==> src/rtl/serial_sub_ctrl.sv <==
//------------------------------------------------------------------------------
// serial_sub_ctrl -- bit-serial subtraction controller around a single shared
//                    full-subtractor cell; optional zero flag via SERIAL_SUB_FLAGS_EN
// Revision: 1.0
//------------------------------------------------------------------------------
`default_nettype none

module mFullSubtractor (
  input  logic iA,
  input  logic iB,
  input  logic iC,
  output logic oDiff,
  output logic oBorrow
);
  assign oDiff   = iA ^ iB ^ iC;
  assign oBorrow = (~iA & iB) | (~(iA ^ iB) & iC);
endmodule

module serial_sub_ctrl #(
  parameter int WIDTH = 8
) (
  input  logic             iClk,
  input  logic             iRst,
  input  logic             iStart,
  input  logic [WIDTH-1:0] iA,
  input  logic [WIDTH-1:0] iB,
  output logic             oReady,
  output logic             oBusy,
  output logic             oValid,
  input  logic             iAck,
  output logic [WIDTH-1:0] oDiff,
  output logic             oBorrow
`ifdef SERIAL_SUB_FLAGS_EN
  ,
  output logic             oZero
`endif
);

  localparam int CW = $clog2(WIDTH + 1);
  localparam logic [CW-1:0] LAST_BIT = CW'(WIDTH - 1);

  localparam logic [1:0] IDLE = 2'd0;
  localparam logic [1:0] RUN  = 2'd1;
  localparam logic [1:0] DONE = 2'd2;

  logic [1:0]       state;
  logic [WIDTH-1:0] a_sr;
  logic [WIDTH-1:0] b_sr;
  logic [WIDTH-1:0] d_sr;
  logic             bw;
  logic [CW-1:0]    cnt;

  // Result registers hold the last completed result through IDLE and RUN,
  // since d_sr is cleared and rebuilt while an operation is in flight.
  logic [WIDTH-1:0] res_diff;
  logic             res_borrow;

  logic cell_diff;
  logic cell_borrow;

  mFullSubtractor u_cell (
    .iA      (a_sr[0]),
    .iB      (b_sr[0]),
    .iC      (bw),
    .oDiff   (cell_diff),
    .oBorrow (cell_borrow)
  );

  always_ff @(posedge iClk) begin
    if (iRst) begin
      state      <= IDLE;
      a_sr       <= '0;
      b_sr       <= '0;
      d_sr       <= '0;
      bw         <= 1'b0;
      cnt        <= '0;
      res_diff   <= '0;
      res_borrow <= 1'b0;
    end else begin
      case (state)
        IDLE: begin
          if (iStart) begin
            a_sr  <= iA;
            b_sr  <= iB;
            d_sr  <= '0;
            bw    <= 1'b0;
            cnt   <= '0;
            state <= RUN;
          end
        end
        RUN: begin
          a_sr <= {1'b0, a_sr[WIDTH-1:1]};
          b_sr <= {1'b0, b_sr[WIDTH-1:1]};
          d_sr <= {cell_diff, d_sr[WIDTH-1:1]};
          bw   <= cell_borrow;
          cnt  <= cnt + CW'(1);
          if (cnt == LAST_BIT) begin
            res_diff   <= {cell_diff, d_sr[WIDTH-1:1]};
            res_borrow <= cell_borrow;
            state      <= DONE;
          end
        end
        DONE: begin
          if (iAck) begin
            state <= IDLE;
          end
        end
        default: begin
          state <= IDLE;
        end
      endcase
    end
  end

`ifdef SERIAL_SUB_FLAGS_EN
  logic nz_sticky;
  logic zero_q;

  always_ff @(posedge iClk) begin
    if (iRst) begin
      nz_sticky <= 1'b0;
      zero_q    <= 1'b0;
    end else begin
      if (state == IDLE && iStart) begin
        nz_sticky <= 1'b0;
      end else if (state == RUN) begin
        nz_sticky <= nz_sticky | cell_diff;
        if (cnt == LAST_BIT) begin
          zero_q <= ~(nz_sticky | cell_diff);
        end
      end
    end
  end

  assign oZero = zero_q;
`endif

  assign oReady  = (state == IDLE);
  assign oBusy   = (state == RUN);
  assign oValid  = (state == DONE);
  assign oDiff   = res_diff;
  assign oBorrow = res_borrow;

endmodule

`default_nettype wire

==> config.mk <==
export PLATFORM = sky130hd
export DESIGN_NAME = serial_sub_ctrl
export DESIGN_NICKNAME = d
export VERILOG_FILES = /design/src/rtl/serial_sub_ctrl.sv
export SDC_FILE = /design/constraint.sdc
export NUM_CORES = 1
export LEC_CHECK = 0
export CAP_MARGIN = 20
export CELL_PAD_IN_SITES_DETAIL_PLACEMENT = 1
export CELL_PAD_IN_SITES_GLOBAL_PLACEMENT = 2
export CORE_ASPECT_RATIO = 0.5
export CORE_MARGIN = 2
export CORE_UTILIZATION = 32
export DETAILED_ROUTE_END_ITERATION = 16
export GPL_ROUTABILITY_DRIVEN = 0
export PLACE_DENSITY = 0.85
export REMOVE_ABC_BUFFERS = 1
export SETUP_SLACK_MARGIN = 0.5
export SYNTH_ARGS = -nofsm -noshare
export SYNTH_HDL_FRONTEND = slang
export SYNTH_SLANG_ARGS = --single-unit
==> constraint.sdc <==
create_clock -name iClk -period 3.29 [get_ports iClk]
set_input_delay 0.658 -clock iClk [delete_from_list [all_inputs] [get_ports iClk]]
set_output_delay 0.658 -clock iClk [all_outputs]
set_load 0.01 [all_outputs]
== Word-level counts from Yosys, hierarchy flattened ==
Cells that the tools add are included.
Cells by class
  add/sub/neg operators: 1
  equal/unequal tests: 6
  mux-type cells: 14
  bitwise logic cells: 7
  reduce and logical (&&, ||, !) cells: 5
Operators with widths (count)
  $pmux W8 S2: 3
  $mux W8: 3
  $pmux W4 S2: 1
  $mux W2: 3
  $pmux W2 S3: 1
  $add A4 B1 Y4 const B: 1
  $eq A4 B3 Y1 const B: 1
  $mux W4: 1
  $ne A2 B1 Y1 const B: 2
  $reduce_and A2 Y1: 2
  $reduce_and A3 Y1: 1
  $and A1 B1 Y1: 2
  $eq A2 B1 Y1 const B: 1
  $eq A2 B2 Y1 const B: 1
  $logic_not A2 Y1: 1
  $ne A2 B2 Y1 const B: 1
  $not A1 Y1: 2
  $pmux W1 S2: 1
  $reduce_bool A2 Y1: 1
  $xor A1 B1 Y1: 2
  $mux W1: 1
  $or A1 B1 Y1: 1
Word-level totals
  flip-flop bits (word level): 40
  input bits: 20
  output and inout bits: 12
  logic and storage cells: 41

== Depth between registers and ports, before layout ==
Gate-level depths: netlist of the first run.
  depth after elaboration: 5
  depth in mapped cells: 5
  mapped depth without buffers: 4

== Hierarchy ==
A second synthesis of the first run with hierarchy kept.
Second synthesis, totals
  cells, all modules: 186
  area, all modules: 1656.6 um^2
By module, submodules not included
  serial_sub_ctrl: instances 1, cells each 182, area an instance 1625.3 um^2, sequential area each 780.7 um^2
  mFullSubtractor: instances 1, cells each 4, area an instance 31.3 um^2, sequential area each 0.0 um^2

== Worst setup path after synthesis of the first run ==
OpenSTA, ideal clock, no wires.
  path kind: reg2out
  start: reg state[1]
  end: out oValid
  arrival time: 0.882 ns
  required time: 2.632 ns
  slack: 1.750 ns
  cell stages (with the launch flop): 4
  path buffers: 1
  cells stage by stage: dfxtp_1 inv_2 clkbuf_1 nor2_1
On the way
  longest elaborated chain between the ends: 1
RTL lines
  start, declared: RTL line 46  | logic [1:0] state;
  start signal, assigned: RTL line 71  | state <= IDLE;
  start signal, assigned: RTL line 88  | state <= RUN;
  start signal, assigned: RTL line 100  | state <= DONE;
  $eq A2 B2 Y1: RTL line 140  | assign oValid = (state == DONE);
  end, declared: RTL line 29  | output logic oValid,
No other way between the ends.

== Final worst setup path of the first run ==
  start: reg state[0]
  end: out oBusy
On the way
  longest elaborated chain between the ends: 1
RTL lines
  $eq A2 B1 Y1: RTL line 139  | assign oBusy = (state == RUN);
  end, declared: RTL line 28  | output logic oBusy,
No other way between the ends.

==> results of run 1 <==
==> synth_stat cells <==
master,n,area (µm²)
a211oi_1,1,7.51
a211oi_2,1,12.5
a21oi_1,22,110
a221oi_1,1,8.76
a22oi_1,8,60.1
a31o_1,7,61.3
a31oi_1,1,6.26
a32oi_1,2,17.5
and2_1,1,6.26
and4b_1,1,10.0
buf_2,6,30.0
buf_6,1,11.3
clkbuf_1,7,26.3
clkbuf_2,1,5.00
dfxtp_1,39,781
fa_1,1,20.0
ha_1,1,12.5
inv_1,3,11.3
inv_2,1,3.75
inv_4,1,6.26
nand2_1,2,7.51
nand2b_1,8,50.1
nand3_1,2,10.0
nand4_1,1,6.26
nor2_1,24,90.1
nor2b_1,1,6.26
nor3_1,3,15.0
o21a_1,1,7.51
o21ai_0,14,70.1
o21ba_2,1,10.0
o21bai_1,1,7.51
o22ai_1,4,25.0
o2bb2ai_1,10,87.6
o311a_1,1,10.0
o32a_1,1,10.0
or4_1,1,7.51
==> cell type report <==
cell class                      count  area [µm²]  share of cell area
Timing Repair Buffer               36         348               0.166
Sequential cell                    39         781               0.373
Inverter                            5        21.3              0.0102
Clock inverter                      1        30.0              0.0143
Clock buffer                        6        72.6              0.0347
Tap cell                           70        87.6              0.0418
Multi-Input combinational cell    122         753               0.360
==> sequential cells by signal (all words and copies together) (netlist names) <==
| register | flops |
|---|---|
| a_sr | 8 |
| b_sr | 8 |
| bw | 1 |
| cnt | 4 |
| d_sr | 7 |
| oBorrow | 1 |
| oDiff | 8 |
| state | 2 |
==> worst paths after layout <==
path	from	to	slack [ns]	depth (start not counted)
hold / removal	oDiff[0]	oDiff[0]	0.46	2
setup / recovery	state[0]	oBusy	0.77	3
hold reg to reg	oDiff[0]	oDiff[0]	0.46	2
setup reg to reg	state[0]	oDiff[0]	1.35	3
==> logic make-up after synthesis <==
family,Yosys count,share of synthesized area
buffers and inverters,20,0.0576
adders and majority gates,2,0.0200
and+or+nand+nor,44,0.128
AOI/OAI and AO/OA,76,0.314
DFF,39,0.480
==> metal layers <==
layer	GRT usage	vias to the layer above
li1	-	715
met1	0.202	703
met2	0.290	18
met3	0.0405	6
met4	0.0556	0
met5	0	-
==> worst max-delay path, stage by stage, from the launching register on <==
cell	delay, ns
dfxtp_1	0.63
nor2b_1	0.19
buf_4	0.19
clkdlybuf4s50_1	0.55
==> where the power goes <==
| part | leakage (nW) | total, mW | switching (mW) | internal (mW) |
|---|---|---|---|---|
| clock network | 0.0513 | 0.392 | 0.170 | 0.222 |
| logic | 0.372 | 0.113 | 0.0570 | 0.0559 |
| registers | 0.319 | 0.508 | 0.0147 | 0.493 |
| total | 0.742 | 1.01 | 0.241 | 0.771 |
==> stage by stage <==
step	power, mW	worst slack, ns	std cells	cell area [µm²]
finish	1.01	0.773	279	2090
global route	1.06	0.668	279	2090
CTS	1.02	0.765	279	2090
detailed placement	0.632	1.10	272	1990
global placement	0.628	1.14	272	1990
floorplan	0.572	1.42	166	1560
==> impl_results.md, run 1 <==
* Util after Layout at 0.426
* Final worst path period share at 0.765
* Chip height at approximately 54 µm
* Clock net sink count at 39
* Root buf cell: clkbuf_8
* PortBufs at 31
* Routed Antenna Nets at 0
* Final Max Tran Viols at 0
* TritonCTS clock tree: done
* WL met1 at 2120 µm
* Syn Inst Count at roughly 180
* Cell Pwr Density at between 400 and 500 nW/µm²
* Most common cell after layout, fill and taps aside: dfxtp_1
* Cell variety after synth at 36
* # fillers at just under 600
* Critical path type: reg2out
* Peak supply drop at around 0.18 mV
* Layout cells sized above 1 at 0.0718
* Slew @ Worst Pin at 0.691 ns
* Hold/Removal Path Class: reg2reg
* Dpl hpwl at between 2000 and 3000 µm
* Placeable core area at a little under 5000 µm²
* Ys Warns at 0
* Post-synthesis sequential area ratio at 0.480
* Setup crit start kind: flip-flop
* Nets@finish at 231
* Initial DRC Count at between 50 and 60
* CTS H-Tree Depth at 2
* GRT overflow at 0
* Via count at 1442
* Pin count of the biggest net entering global routing at 27
* Setup crit end kind: primary output
* P_leak at 0.742 nW
* DIE AREA at 5710 µm²
* Initial antenna violation count at 0
* Final hold vios at 0
* Crit Path Max Fanout at 14
* CP arrival at 1.86 ns
* Die Width at 105 µm
* Setup bufs post-CTS at 0
* Vias in the first global route at 1408
* Tmin final at 2.52 ns
* Clk_skew at 0.00283 ns
* Starting density of the core at 0.332
* Deepest clock path buffer count at 2
* Avg WL per Cell at 15.6 µm
* #FFs+latches synth at 39
* Hold-fix buffers, CTS at 0
* Slew HR at 0.539
* DR vias/cell at a little over 5
* Total wire length at 4360 µm
* GR Util All Layers at 0.164
* Count of final setup violators at 0
* Worst skew pair latency at slightly below 0.3 ns
* First-pass GRT wire length at about 7200 µm
* RSZ-0062 raised after global routing: no
* I/O Pins at 32
* Status: completed
* TritonCTS buffer count at 5
* Fmax at a little under 400 MHz
* Post-Syn Area per Cell at 8.99 µm²
* Met3 wire len at 126 µm
* DRC viols at 0
* Met2 wire len at 2060 µm
* Max_cap viols at 0
* Final hold slack at 0.458 ns
* Clock slew at reported path FFs at 0.08 ns
* Cts repair resizes at 0
* Number of diodes at 0
* Synthesis-to-layout area growth at 28.6%
* Commonest cells after routing, fill and taps aside: dfxtp_1 (39), clkdlybuf4s50_1 (31), nor2_1 (24)
* Setup tns final at 0 ns
* Initial DRT Pass Iterations at 5
* Uppermost layer routed: met4
* Cell Rows at 18
* Post-Syn Area at 1630 µm²
* Worst Path Required at 2.63 ns
(Power assumes the default switching activity.)
==> run 2, diff against run 1 <==
--- a/config.mk
+++ b/config.mk
@@ -10,10 +10,10 @@
 export CELL_PAD_IN_SITES_GLOBAL_PLACEMENT = 2
 export CORE_ASPECT_RATIO = 0.5
 export CORE_MARGIN = 2
-export CORE_UTILIZATION = 32
+export CORE_UTILIZATION = 30
 export DETAILED_ROUTE_END_ITERATION = 16
 export GPL_ROUTABILITY_DRIVEN = 0
-export PLACE_DENSITY = 0.85
+export PLACE_DENSITY = 0.8
 export REMOVE_ABC_BUFFERS = 1
 export SETUP_SLACK_MARGIN = 0.5
 export SYNTH_ARGS = -nofsm -noshare
==> constraint.sdc (replaced) <==
create_clock -name iClk -period 2.32 [get_ports iClk]
set_input_delay 0.464 -clock iClk [delete_from_list [all_inputs] [get_ports iClk]]
set_output_delay 0.464 -clock iClk [all_outputs]
set_load 0.01 [all_outputs]
==> impl_results.md, run 2 (same netlist as run 1, synthesis figures left out) <==
* Dpl hpwl at 2740 µm (-1.7%)
* Clk_skew at 0.00877 ns (+0.00594 ns)
* Cell Rows at 18 (unchanged)
* Reg-to-Reg Start: cnt[0]
* Clock net sink count at 39 (unchanged)
* Deepest clock path buffer count at 2 (unchanged)
* Starting density of the core at 0.321 (-0.0103)
* Root buf cell: clkbuf_8
* Worst Hold End: oDiff[0]
* Nets@finish at 233 (+0.87%)
* Final Max Tran Viols at 0 (unchanged)
* Clock slew at reported path FFs at 0.08 ns (about the same)
* Worst skew pair latency at 0.29 ns (about the same)
* First-pass GRT wire length at 7220 µm (+0.77%)
* Setup tns final at 0 ns (unchanged)
* Initial DRT Pass Iterations at 4 (-1)
* Total wire length at 4190 µm (-3.9%)
* Critical R2R Capture: oDiff[0]
* Worst Path Required at 1.86 ns (-0.77 ns)
* Critical path type: reg2out
* RSZ-0062 raised after global routing: no
* Setup crit start kind: flip-flop
* Fmax at 589 MHz
* Final hold vios at 0 (unchanged)
* Slew HR at 0.551 (+0.0118)
* Initial antenna violation count at 0 (unchanged)
* Number of diodes at 0 (unchanged)
* Initial DRC Count at 30 (-46%)
* Min-delay src: oDiff[0]
* Total power at 1.39 mW (+38%)
* CP arrival at 1.23 ns (-0.63 ns)
* Crit Path Max Fanout at 14 (unchanged)
* GR Util All Layers at 0.151 (-0.0127)
* TritonCTS clock tree: done
* Commonest cells after routing, fill and taps aside: dfxtp_1 (37), clkdlybuf4s50_1 (28), nor2_1 (23)
* Hold/Removal Path Class: reg2reg
* CTS H-Tree Depth at 2 (unchanged)
* Via count at 1435 (-0.49%)
* Vias in the first global route at 1523 (+8.2%)
* Multi-input gate area at 758 µm² (+0.66%)
* Final worst path period share at 0.732
* PortBufs at 31 (unchanged)
* Worst Reg2Reg Path Length in Cells at 4 (+1)
* Hold-fix buffers, CTS at 0 (unchanged)
* Max_cap viols at 0 (unchanged)
* DR vias/cell at 5.09 (-1.5%)
* Worst reg2reg setup slack at 0.81 ns (-0.54 ns)
* DIE AREA at 6070 µm² (+6.3%)
* Count of final setup violators at 0 (unchanged)
* Slew @ Worst Pin at 0.673 ns (-0.0177 ns)
* Die Width at 108 µm (+3.2%)
* Synthesis-to-layout area growth at 30.0%
* Status: completed
* Cell Pwr Density at 658 nW/µm² (+36%)
* Setup crit end kind: primary output
* Layout cells sized above 1 at 0.108 (+0.0367)
* Pin count of the biggest net entering global routing at 26 (-3.7%)
* Register Area at 786 µm² (+0.64%)
* GRT overflow at 0 (unchanged)
* I/O Pins at 32 (unchanged)
* Tmin final at approximately 1.7 ns
* # fillers at 599 (+1.0%)
* DRC viols at 0 (unchanged)
* Placeable core area at 5070 µm² (+3.2%)
* Peak supply drop at 0.199 mV (+11%)
* Chip height at 56.1 µm (+3.0%)
* Most common cell after layout, fill and taps aside: dfxtp_1
* Hold depth at 2 (unchanged)
* Avg WL per Cell at 14.9 µm (-4.9%)
* P_leak at 0.760 nW (+2.5%)
* Routed Antenna Nets at 0 (unchanged)
* TritonCTS buffer count at 5 (unchanged)
run 2: how the worst max path moves through the flow:
| stage | startpoint | to | slack, ns | cells past startpoint |
|---|---|---|---|---|
| 5_1_grt | state[0] | oValid | 0.54 | 3 |
| 6_report | state[0] | oValid | 0.62 | 3 |
| 3_5_place_dp | iStart | cnt[2] | 0.39 | 4 |
| 4_1_cts | state[0] | oValid | 0.61 | 3 |
| 3_3_place_gp | iStart | cnt[2] | 0.42 | 4 |
| 2_1_floorplan | state[0] | oBusy | 0.64 | 1 |
run 2: worst max-delay path, cell delays in order (launching register included):
cell and delay (ns):
dfxtp_4 0.39, buf_4 0.22, nor2_1 0.05, dlygate4sd2_1 0.28
run 2: stage by stage:
step	instance area (µm²)	worst slack (ns)	hold WS, ns	utilization	std cells
global placement	2010	0.421	0.452	0.396	274
detailed placement	2010	0.393	0.457	0.396	274
CTS	2120	0.610	0.467	0.418	282
floorplan	1560	0.642	0.452	-	166
global route	2120	0.539	0.517	0.418	282
finish	2120	0.621	0.461	0.418	282
run 2: power breakdown:
group          switching [mW]  internal, mW  leakage, nW
clock network           0.244         0.271       0.0505
registers              0.0183         0.699        0.320
logic                  0.0824        0.0782        0.390
run 2: area by class of cell:
type                            count  share of cell area
Clock buffer                        7              0.0455
Clock inverter                      1             0.00355
Inverter                            5              0.0101
Multi-Input combinational cell    122               0.358
Sequential cell                    39               0.371
Tap cell                           70              0.0414
Timing Repair Buffer               38               0.170
run 2: per-layer routing:
metal	share of wire	track usage	wire length, µm	vias up
met1	0.51	0.191	2130	695
met3	0.028	0.0386	116	5
met4	0.011	0.0440	47	0
met5	0	0	0	-
li1	-	-	-	717
met2	0.45	0.253	1900	18
run 2: what timing repair did:
action / in CTS / in global routing
hold endpoints to repair: 0 / 0
gates resized for setup: 8 / 0
endpoints found under the setup margin: 3 / 0
buffers inserted: 0 / 0
==> run 3, diff against run 2 <==
==> constraint.sdc (replaced) <==
create_clock -name iClk -period 1.7 [get_ports iClk]
set_input_delay 0.34 -clock iClk [delete_from_list [all_inputs] [get_ports iClk]]
set_output_delay 0.34 -clock iClk [all_outputs]
set_load 0.01 [all_outputs]
==> impl_results.md, run 3 (same netlist as run 1, synthesis figures left out) <==
* Status: completed
* Count of final setup violators at 0 (unchanged)
* Comb power frac at 0.148 (+0.033)
* PnR worst setup slack at 0.332 ns (-0.289 ns)
* Routed Antenna Nets at 0 (unchanged)
* Dpl hpwl at 2890 µm (+5.3%)
* Avg WL per Cell at 16.1 µm (+8.1%)
* Initial DRC Count at 46 (+53%)
* PortBufs at 31 (unchanged)
* Cell Pwr Density at 799 nW/µm² (+21%)
* Internal power at 1.39 mW (+33%)
* Seq pwr share at 0.523 (+0.008)
* TritonCTS clock tree: done
* Most common cell after layout, fill and taps aside: dfxtp_1
* Setup crit start kind: flip-flop
* First-pass GRT wire length at 8180 µm (+13%)
* DRC viols at 0 (unchanged)
* Tmin final at 1.37 ns
* Clock slew at reported path FFs at 0.08 ns (about the same)
* Placed Instance Area at 2060 µm² (+2.7%)
* CTS H-Tree Depth at 2 (unchanged)
* Chip height at 56.1 µm (unchanged)
* Deepest clock path buffer count at 2 (unchanged)
* Worst Path Required at 1.36 ns (-0.50 ns)
* Crit Path Max Fanout at 5 (-9)
* CP max stage delay at 0.37 ns (-0.02 ns)
* GRT overflow at 0 (unchanged)
* Hold/Removal Path Class: reg2reg
* GR Util All Layers at 0.176 (+0.0250)
* Die Width at 108 µm (unchanged)
* TritonCTS buffer count at 5 (unchanged)
* Via count at 1541 (+7.4%)
* Clk_skew at 0.00789 ns (-0.000878 ns)
* Nets@finish at 251 (+7.7%)
* CP arrival at 1.03 ns (-0.20 ns)
* RSZ-0062 raised after global routing: yes
* DR vias/cell at 5.14 (+0.94%)
* Slew @ Worst Pin at 0.376 ns (-0.297 ns)
* Clock net sink count at 39 (unchanged)
* Vias in the first global route at 1585 (+4.1%)
* Slew HR at 0.749 (+0.199)
* Clock network power share at 0.329 (-0.041)
* Setup tns final at 0 ns (unchanged)
* Root buf cell: clkbuf_8
* Final Max Tran Viols at 0 (unchanged)
* I/O Pins at 32 (unchanged)
* Critical path's slowest cell: dfxtp_4
* Net Sw Frac at 0.259 (+0.0114)
* Pin count of the biggest net entering global routing at 27 (+3.8%)
* P_leak at 0.893 nW (+17%)
* Switching power at 0.486 mW (+41%)
* Layout cells sized above 1 at 0.348 (+0.239)
* Worst skew pair latency at 0.30 ns (about the same)
* Critical path type: reg2out
* Total wire length at 4820 µm (+15%)
* Initial DRT Pass Iterations at 4 (unchanged)
* DIE AREA at 6070 µm² (unchanged)
* Final hold vios at 0 (unchanged)
* Setup WS pre-CTS at 0.0741 ns (-0.319 ns)
* Starting density of the core at 0.321 (unchanged)
* Number of diodes at 0 (unchanged)
* Top delay family on crit path: flip-flops
* Final worst path period share at 0.805
* Commonest cells after routing, fill and taps aside: dfxtp_1 (26), nor2_1 (23), buf_4 (19)
* Placeable core area at 5070 µm² (unchanged)
* Worst path cell trace: buf_4, nor2_4, buf_6
* Fmax at 731 MHz
* Initial antenna violation count at 0 (unchanged)
* Synthesis-to-layout area growth at 44.1%
* Cell Rows at 18 (unchanged)
* Buf/Inv on CP at 2 (unchanged)
* Peak supply drop at 0.280 mV (+41%)
* Total power at 1.87 mW (+35%)
* Setup crit end kind: primary output
* Cell area after layout at 2350 µm² (+11%)
* Max_cap viols at 0 (unchanged)
==> run 3: changes by cell type in the layout (fill, tap and decap cells not counted), moves of 5 or more <==
cell	change
buf_2	+8
buf_6	+5
a21oi_2	+7
dfxtp_1	-11
o21ai_1	+7
clkdlybuf4s50_1	-10
dfxtp_2	+9
a21oi_1	-8
o21ai_0	-7
buf_4	+12
==> run 3: timing repair <==
action / 4_1_cts / 5_1_grt
cloned: 2 / 1
pin swaps: 11 / 13
endpoints found under the setup margin: 50 / 50
hold buffers: 0 / 0
gates resized for setup: 72 / 35
setup buffers: 5 / 6
==> run 3: stage by stage <==
step	std cells	utilization	hold slack [ns]
finish	300	0.463	0.456
global route	300	0.463	0.517
CTS	293	0.449	0.469
detailed placement	278	0.407	0.460
global placement	278	0.407	0.454
floorplan	166	-	0.405
==> run 3: per-layer routing <==
layer	routed length, µm	part of all wire	up-vias	track usage
met3	158	0.033	5	0.0386
met1	2280	0.47	759	0.233
met2	2330	0.48	22	0.282
met5	0	0	-	0
li1	-	-	755	-
met4	57	0.012	0	0.0604
==> run 3: cell type report <==
| type | instances | area, µm² |
|---|---|---|
| multi-input cells | 123 | 861 |
| clock buffers | 7 | 76.3 |
| inverters | 5 | 21.3 |
| fillers | 590 | 2720 |
| well taps | 70 | 87.6 |
| flip-flops and latches | 39 | 805 |
| repair buffers | 55 | 490 |
| clock inverters | 1 | 5.00 |
==> run 3: worst register-to-register path: stages (launching register included) <==
cell and delay (ns):
dfxtp_4 0.37, ha_4 0.13, and4b_2 0.31, buf_6 0.17, a21oi_2 0.06, a31o_1 0.19
==> run 3: power groups by stage <==
| stage | combinational (mW) | sequential, mW | clock, mW |
|---|---|---|---|
| final | 0.278 | 0.980 | 0.617 |
| after global routing | 0.311 | 0.985 | 0.679 |
| after CTS | 0.258 | 0.980 | 0.625 |
| after detailed placement | 0.240 | 1.00 | 0 |
| after global placement | 0.236 | 0.998 | 0 |
| after floorplan | 0.110 | 0.997 | 0 |
==> run 3: worst paths after layout <==
kind	startpoint	endpoint	slack [ns]	cells past startpoint
worst min-delay path	oDiff[0]	oDiff[0]	0.46	2
worst min register to register	oDiff[0]	oDiff[0]	0.46	2
worst max-delay path	state[0]	oReady	0.33	3
worst max register to register	cnt[1]	oDiff[7]	0.36	5
==> edit: new RTL, settings of run 1 <==
Set the parameter `WIDTH` to 16 (it was 8).
--- a/src/rtl/serial_sub_ctrl.sv
+++ b/src/rtl/serial_sub_ctrl.sv
@@ -17,7 +17,7 @@
 endmodule
 
 module serial_sub_ctrl #(
-  parameter int WIDTH = 8
+  parameter int WIDTH = 16
 ) (
   input  logic             iClk,
   input  logic             iRst,
Interface: changed (resized iA, iB and oDiff); port bits go from 32 to 56. No check against the original RTL was run, so the function may have changed too.
==> edit against run 1 <==
Utilization decreased by 1.3 points; total power grew 120%; hold slack got worse by 4.3 ps; via count rose by 98%; sequential cell count increased by 33; critical path depth is the same; area after synthesis grew 100%; setup slack got worse by 67 ps; wire length grew 93%; synthesized cell count grew 120%; design area rose by 99%.
==> edit: results (changes against run 1) <==
stage,metric,value,unit,change
clock_network,Worst-path clk slew,60,ps,-20 ps
grt,pin count of the biggest net entering global routing,40,,+48%
grt,GR Util met3,0.04012,,-0.0003564
synthesis,Synth Area in Compound Gates,0.2916,,-0.02277
placed_design,placed insts,570,,+110%
timing,worst-margin pin slew,732.4,ps,+41.47 ps
worst_setup_path,origin of the critical flop-to-flop path,cnt[0]$_SDFFE_PP0P_,,
final_layout,sequential standard cell area,0.001443,mm²,+85%
power_and_ir_drop,Pleak,1.577,nW,+110%
synthesis,register area share after synthesis,0.4397,,-0.03994
timing,Worst Clk Skew,3.701,ps,+0.8707 ps
clock_network,Worst-Skew Late Latency,330,ps,+40 ps
grt,GR Util met2,0.2773,,-0.01278
worst_setup_path,Critical Path Slowest Stage Cell,clkdlybuf4s50_1,,
placed_design,Post-DP HPWL,5215,µm,+87%
clock_network,Num CTS Buffers,9,,+4
worst_setup_path,FF-to-FF path depth,6,,+3
drt,metal1 wirelength,4062,µm,+92%
worst_setup_path,reg-to-reg endpoint,oBorrow$_SDFFE_PP0P_,,
power_and_ir_drop,Power Sequential,0.945,mW,+86%
worst_setup_path,R2R setup slack,1290,ps,-60 ps
synthesis,distinct cell type count after synthesis,32,,-11%
worst_setup_path,crit path launch,state[1]$_SDFFE_PP0P_,,
final_layout,layout cell share with drive strength beyond 1,0.1345,,+0.06276
synthesis,dominant cells by area after synthesis,"dfxtp_1 44%, a21oi_1 12%, o221a_2 10%",,
synthesis,Synth top cells by count,"76 x a21oi_1, 72 x dfxtp_1, 72 x nor2_1",,
placed_design,Post-DP Area,0.003850,mm²,+93%
drt,DR pass1 iterations,4,,-1
drt,WL met3,225,µm,+79%
power_and_ir_drop,P_comb,0.228,mW,+100%
timing,WHS,453.6,ps,-4.273 ps
drt,Routed WL,8398,µm,+93%
worst_setup_path,worst-path fanout max,27,,+13
drt,met2 WL,3987,µm,+93%
run_status,status,finished clean,,
final_layout,final-stage net count,480,,+110%
power_and_ir_drop,Design Power,2.223,mW,+120%
placed_design,Port-buffer cells,55,,+77%
synthesis,syn avg cell area,8.094,µm²,-10%
synthesis,post-synthesis mux area share,0.003053,,+0.003053
min_path,Hold Path Sink,oDiff[8]$_SDFFE_PP0P_,,
placed_design,post-place setup slack,1038,ps,-63.69 ps
grt,met1 usage,0.2094,,+0.007579
clock_network,root buffer cell,clkbuf_16,,
power_and_ir_drop,worst vdd ir,0.2680,mV,+50%
clock_network,H-tree depth reported by CTS,3,,+1
drt,vias,2855,,+98%
worst_setup_path,max incr delay on CP,610,ps,-20 ps
final_layout,fillcell total,1230,,+110%
drt,Initial DRC Count,140,,+150%
grt,GRT Total Usage,0.1647,,+0.001205
grt,first-pass GRT wire length,14410,µm,+100%
==> edit: final cells by class <==
class / count / share of cell area
Inverter: 34 / 0.03059
Tap cell: 140 / 0.04199
Sequential cell: 72 / 0.3458
Clock buffer: 10 / 0.05729
Clock inverter: 6 / 0.01980
Multi-Input combinational cell: 262 / 0.3623
Timing Repair Buffer: 62 / 0.1422
==> edit: cell families after synthesis <==
logic type                 Yosys count
muxes                                1
buffers and inverters               71
adders and majority gates            3
and+or+nand+nor                    122
AOI/OAI and AO/OA                  136
DFF                                 72
==> edit: worst max-delay path by stage <==
stage | to | slack [ps] | depth (start not counted)
floorplan | oBusy | 280 | 2
global placement | oBusy | 1030 | 3
detailed placement | oBusy | 1040 | 3
CTS | oBusy | 670 | 3
global route | oBusy | 570 | 3
finish | oBusy | 710 | 3
==> edit: tightest hold or removal path, cell delays in order (launching register included) <==
cell     delay (ps)
dfxtp_1         300
nand2_1          50
a21oi_1          50
